==> src/rtl/arb_pkg.sv <==
// Shared definitions for the 4-way round-robin arbiter: requester count,
// id width and the arbiter state encoding.
package arb_pkg;

  localparam int N_REQ = 4;
  localparam int ID_W  = 2;

  // IDLE: waiting to grant; BUSY: an owner holds the resource;
  // GAP: one-cycle bus turnaround after a grant ends.
  typedef enum logic [1:0] {
    IDLE = 2'd0,
    BUSY = 2'd1,
    GAP  = 2'd2
  } arb_state_e;

endpackage

==> src/rtl/onehot_enc4.sv <==
// Combinational 4-bit one-hot to 2-bit binary encoder.
// Both 4'b0001 and the all-zero vector encode to 2'b00.
module onehot_enc4
  import arb_pkg::*;
(
  input  logic [N_REQ-1:0] onehot,
  output logic [ID_W-1:0]  id
);

  // Each id bit is the OR of the one-hot positions that have that bit set.
  always_comb begin
    id = {onehot[3] | onehot[2], onehot[3] | onehot[1]};
  end

endmodule

==> src/rtl/rr_arbiter4.sv <==
// Round-robin arbiter sharing one downstream resource between 4 requesters.
// An owner keeps the grant until it drops its request, or until it has held
// the grant for MAX_HOLD cycles while another requester is waiting. Every
// grant is followed by one GAP cycle and one IDLE cycle before the next.
//
// Handshake: req[i] is a level request held high while requester i wants
// the resource; gnt[i] high means requester i owns it this cycle. Dropping
// req[i] while owning releases the resource at the next clock edge.
module rr_arbiter4
  import arb_pkg::*;
#(
  parameter int MAX_HOLD = 16,
  parameter int CNT_W    = 5
) (
  input  logic             clk,
  input  logic             rst_n,
  input  logic             en,
  input  logic [N_REQ-1:0] req,
  output logic [N_REQ-1:0] gnt,
  output logic [ID_W-1:0]  gnt_id,
  output logic             gnt_valid,
  output logic             timeout
);

  localparam logic [CNT_W-1:0] HOLD_LAST = CNT_W'(MAX_HOLD - 1);

  arb_state_e       state_q;
  logic [ID_W-1:0]  ptr_q;
  logic [CNT_W-1:0] hold_q;
  logic [N_REQ-1:0] sel;
  logic [ID_W-1:0]  sel_id;
  logic             owner_req;
  logic             others_req;

  // Rotating priority: scan ptr+1, ptr+2, ptr+3, then ptr itself; the 2-bit
  // index wraps naturally so the last step lands back on ptr.
  always_comb begin
    logic             found;
    logic [ID_W-1:0]  idx;
    sel   = '0;
    found = 1'b0;
    idx   = '0;
    for (int i = 1; i <= N_REQ; i++) begin
      idx = ptr_q + ID_W'(i);
      if (!found && req[idx]) begin
        sel[idx] = 1'b1;
        found    = 1'b1;
      end
    end
  end

  onehot_enc4 u_enc (
    .onehot (sel),
    .id     (sel_id)
  );

  // Owner still requesting, and whether anyone else is waiting behind it.
  always_comb begin
    owner_req  = |(req & gnt);
    others_req = |(req & ~gnt);
  end

  assign gnt_valid = |gnt;

  // Arbiter FSM: grant in IDLE, hold/release/preempt in BUSY, turnaround in GAP.
  always_ff @(posedge clk or negedge rst_n) begin
    if (!rst_n) begin
      state_q <= IDLE;
      gnt     <= '0;
      gnt_id  <= '0;
      ptr_q   <= ID_W'(N_REQ - 1);
      hold_q  <= '0;
      timeout <= 1'b0;
    end else begin
      timeout <= 1'b0;
      case (state_q)
        IDLE: begin
          if (en && (|req)) begin
            gnt     <= sel;
            gnt_id  <= sel_id;
            ptr_q   <= sel_id;
            hold_q  <= '0;
            state_q <= BUSY;
          end
        end
        BUSY: begin
          if (!owner_req) begin
            // Release wins over preemption, so no timeout pulse here.
            gnt     <= '0;
            state_q <= GAP;
          end else if ((hold_q == HOLD_LAST) && others_req) begin
            gnt     <= '0;
            timeout <= 1'b1;
            state_q <= GAP;
          end else if (hold_q != HOLD_LAST) begin
            hold_q <= hold_q + CNT_W'(1);
          end
        end
        GAP: begin
          state_q <= IDLE;
        end
        default: begin
          gnt     <= '0;
          state_q <= IDLE;
        end
      endcase
    end
  end

endmodule
==> config.mk <==
export PLATFORM = sky130hd
export DESIGN_NAME = rr_arbiter4
export DESIGN_NICKNAME = d
export VERILOG_FILES = /design/src/rtl/arb_pkg.sv /design/src/rtl/onehot_enc4.sv /design/src/rtl/rr_arbiter4.sv
export SDC_FILE = /design/constraint.sdc
export NUM_CORES = 1
export LEC_CHECK = 0
export BUFFER_PORTS_ARGS = -buffer_cell sky130_fd_sc_hd__clkbuf_2
export CAP_MARGIN = 40
export CORE_AREA = 3 3 54 61
export DETAILED_ROUTE_END_ITERATION = 12
export DIE_AREA = 0 0 57 64
export PLACE_DENSITY = 0.62
export SYNTH_ARGS = -nofsm -noshare
export SYNTH_HDL_FRONTEND = slang
export SYNTH_HIERARCHICAL = 1
export SYNTH_SLANG_ARGS = --single-unit
export TNS_END_PERCENT = 5
==> constraint.sdc <==
create_clock -name clk -period 4.87 [get_ports clk]
set_input_delay 0.2435 -clock clk [delete_from_list [all_inputs] [get_ports clk]]
set_output_delay 0.2435 -clock clk [all_outputs]
set_load 0.005 [all_outputs]
# Yosys cells after proc, flatten, opt, wreduce, memory -nomap -nowiden
# Index checks and enable logic that the tools add are counted.
# W data, S select, Z words.
dict set report word_totals {
  wordCells 97
  reg_bits 16
  output_inout_bits 8
  in_bits 7
}
dict set report op_classes {
  muxes 39
  n_lt_le_gt_ge 8
  n_addsub 4
  bitwise_logic 9
  n_eq_ne 9
  n_reduce_logical 22
}
# operator n
set ops {}
lappend ops {{$mux W4} 7}
lappend ops {{$mux W5} 4}
lappend ops {{$reduce_or A4 Y1} 4}
lappend ops {{$mux W1} 14}
lappend ops {{$lt A2 B3 Y1 const B} 4}
lappend ops {{$or A4 B4 Y4} 3}
lappend ops {{$pmux W4 S3} 1}
lappend ops {{$pmux W5 S2} 1}
lappend ops {{$logic_and A1 B1 Y1} 9}
lappend ops {{$and A4 B4 Y4} 2}
lappend ops {{$bmux W1 S2} 4}
lappend ops {{$demux W1 S2} 4}
lappend ops {{$ge A2 B1 Y1 const B} 4}
lappend ops {{$ne A2 B2 Y1 const B} 4}
lappend ops {{$mux W2} 3}
lappend ops {{$add A5 B1 Y5 const B} 1}
lappend ops {{$eq A5 B4 Y1 const B} 1}
lappend ops {{$ne A5 B4 Y1 const B} 1}
lappend ops {{$reduce_and A5 Y1} 1}
lappend ops {{$add A2 B2 Y2 const B} 2}
lappend ops {{$not A4 Y4} 1}
lappend ops {{$pmux W2 S2} 1}
lappend ops {{$reduce_and A2 Y1} 2}
lappend ops {{$logic_not A1 Y1} 3}
lappend ops {{other kinds (9)} 10}

# Logic depth before layout (Yosys ltp)
dict set report depth {
  depth_word 15
  depth_mapped 10
  mapped_depth_nobuf 9
}

# By module
# The synthesis kept the hierarchy.
# mod cells_per_inst area_each_um2 seq_area_each_um2 instances
set modules_own_cells {}
lappend modules_own_cells {rr_arbiter4 120 1223.7 402.9 1}
lappend modules_own_cells {onehot_enc4 2 12.5 0.0 1}

# Worst setup path before layout
# No wires, ideal clock.
dict set report synth_timing {
  kind {reg2reg}
  start {reg ptr_q[0]}
  end {reg gnt_id[0]}
  n_path_buf 1
  path_stages_with_launch 11
  setup_ns 0.133
  t_required_ns 4.737
  arrival_ns 2.202
  synth_period_minus_slack_ns 2.334
  slack_ns 2.536
  path_cell_list {dfstp_2 -> inv_1 -> ha_1 -> mux4_2 -> buf_6 -> and3b_1 -> a211oi_2 -> o31ai_2 -> or2_1 -> nand2_1 -> o21ai_0}
}
dict set report synth_between {
  elab_chain_len 14
  elab_cells_between_ends 48
  cone_classes {3 x add/sub; 8 x order compare; 23 x mux; 4 x bitwise; 10 x reduce/logical}
}
# element line
set synth_lines {}
lappend synth_lines {{start: declaration} rr_arbiter4.sv:28} ;# logic [ID_W-1:0] ptr_q;
lappend synth_lines {{start signal: assignment} rr_arbiter4.sv:71} ;# ptr_q <= ID_W'(N_REQ - 1);
lappend synth_lines {{start signal: assignment} rr_arbiter4.sv:81} ;# ptr_q <= sel_id;
lappend synth_lines {{branches (longest 12 deep; another with $lt A2 B3 Y1)} n/a}
lappend synth_lines {{$mux W4 *} rr_arbiter4.sv:45} ;# if (!found && req[idx]) begin
lappend synth_lines {{named net sel[3]} rr_arbiter4.sv:30} ;# logic [N_REQ-1:0] sel;
lappend synth_lines {{$or A1 B1 Y1 *} onehot_enc4.sv:12} ;# id = {onehot[3] | onehot[2], onehot[3] | onehot[1]};
lappend synth_lines {{named net sel_id[0]} rr_arbiter4.sv:31} ;# logic [ID_W-1:0] sel_id;
lappend synth_lines {{end signal: assignment} rr_arbiter4.sv:80} ;# gnt_id <= sel_id;
lappend synth_lines {{end: declaration} rr_arbiter4.sv:20} ;# output logic [ID_W-1:0] gnt_id,
# Mark *: on every way through the listed nets, which the timed path passes. The select of a mux whose other input is x is not followed.
# A chain may end at the register's enable or synchronous reset.

# Final worst setup path
# Same ends and word-level chain as after synthesis.

==> summary.txt <==
Outcome
  – Status: finished, final reports clean

Clocking
  – Post_cts resized: 0
  – Num CTS Buffers: 3
  – CTS clk-pin slew, worst paths: 100 ps
  – Post-CTS setup buffer count: 0
  – Sink Count: 16
  – CTS Root Cell: clkbuf_4
  – Cts hold-fix bufs: 1
  – Clk buf depth: 2
  – Worst skew pair latency: 290 ps
  – CTS tree: yes
  – H-tree levels: 1

Synth
  – Warnings, synthesis: 6
  – Net Count, Synth: 135
  – Mapped Cells: 118
  – Syn_area_per_cell: 10.25 um2
  – Synthesized area: 0.001210 mm2

Die
  – Io pins: 15
  – Vert. Die Dim: 64 um
  – Row cnt: 20
  – Starting Density: 43.95%
  – Die area: 0.003648 mm2
  – Core footprint: 0.002753 mm2
  – Die X-Extent: 57 um

Detailed routing
  – Routed WL: 2650 um
  – Residual DRC: 0
  – Vias/cell: 6.066
  – 1st-pass router iterations: 5
  – Routed via count: 1013
  – Initial DRC count: 35
  – Wirelength per Cell: 15.87 um
  – Routed Antenna Nets: 0

Setup path
  – CP Max Fanout: 9
  – Setup slack, reg-to-reg: 2340 ps
  – RR Startpoint: ptr_q[0]
  – Critical Path Sink Type: register
  – Crit path from: ptr_q[0]
  – Worst setup endpoint: gnt_id[0]
  – WS Path Type: reg2reg
  – Required time worst endpoint: 5050 ps
  – Reg2reg end: gnt_id[0]
  – Arrival @ worst endpoint: 2710 ps
  – R2r worst-path depth: 9
  – Kind of start point of the critical path: register

Layout
  – Layout Cell Area excl Fill: 0.001331 mm2
  – Final-stage net count: 152
  – N_diodes: 0
  – Final core occ: 48.36%
  – Share of cells above drive strength 1: 20.15%
  – Layout overhead on the synthesized area: 10.03%

Timing
  – Max_slew headroom: 58.50%
  – Worst setup margin: 2337 ps
  – # setup viols final: 0
  – Tmin final: 2533 ps
  – Slew Limit Fails: 0
  – Fin crit share: 52.02%
  – Fmax: 394.7 MHz
  – Fin. Hold Viols: 0
  – Final setup TNS: 0 ps
  – Worst-Margin Slew: 614.5 ps
  – RSZ-0062 raised after global routing: false
  – Clock skew: 2.909 ps

Power and ir drop
  – Worst ir drop on vdd: 0.3212 mV
  – Leakage: 0.5982 nW
  – Cell area power density: 572.1 mW/mm2

Placement
  – Placed cell area: 0.001295 mm2
  – DP HPWL: 1973 um
  – Port bufs: 14
  – Dpl ws: 2351 ps
  – Final RePlAce weighted congestion: 0.8913

Worst hold path
  – Hold WC Path Type: in2async

Global routing
  – Largest net degree at the start of global routing: 17
  – Initial antenna violation count: 0
  – Number of global-route vias before repair: 1021
  – Tot GR Track Use: 15.47%
  – GRT overflow: 0
  – First-pass GRT wire length: 4429 um

Job
  – Max-Cap Viols: 0
## per-stage QoR
step	hold WS, ps	std cells	power, mW
6_report	404.8	167	0.7617
5_1_grt	439.4	167	0.8248
4_1_cts	408.2	167	0.7633
3_5_place_dp	197.8	162	0.6852
3_3_place_gp	188.5	162	0.6751
2_1_floorplan	-52.09	118	0.5962
## power breakdown
part	total [mW]	switching, mW	internal, mW
clock network	0.0758	0.0440	0.0319
logic	0.457	0.251	0.206
registers	0.229	0.0481	0.181
## placed cells by master, fill, tap and decap left out, types with 3 or more instances in the layout
master and count:
dfrtp_1 14, ha_1 10, clkbuf_4 3, o31ai_1 3, a22oi_1 5, a21oi_1 3
o21ai_0 4, nor2b_1 7, mux4_1 3, o221ai_1 4, a32oi_1 3, nand2_1 7
clkbuf_2 14, nor2_1 6, inv_1 11
## sequential cells by signal, indices dropped and copies added, names as in the netlist
signal and count:
gnt 4, timeout 1, hold_q 5, state_q 2, gnt_id 2, ptr_q 2
## critical path, cell delays in order (launching register included)
cell	delay, ps
dfstp_2	650
inv_1	140
ha_1	340
mux4_2	360
and3b_1	230
a211oi_2	230
o31ai_2	90
or2_1	230
nand2_1	70
o21ai_0	70
## final cells by class
type	count	area, um2
Timing Repair Buffer	16	87.58
Multi-Input combinational cell	87	732.0
Fill cell	273	1421
Tap cell	33	41.29
Clock buffer	4	26.28
Inverter	11	41.29
Sequential cell	16	402.9
## per-layer routing
layer,vias up,part of all wire [%],GRT usage [%]
li1,477,-,-
met1,484,42,18.91
met2,46,49,25.57
met3,6,6.8,2.828
met4,0,1.7,8.116
met5,-,0,0
## worst min path at each step
stage	end	slack (ps)	cells past startpoint
floorplan	gnt[0]	-50	0
global placement	hold_q[3]	190	1
detailed placement	hold_q[1]	200	1
CTS	hold_q[1]	410	2
global route	hold_q[2]	440	2
finish	hold_q[1]	400	2
Note: power is estimated with default switching activity, not from simulation.
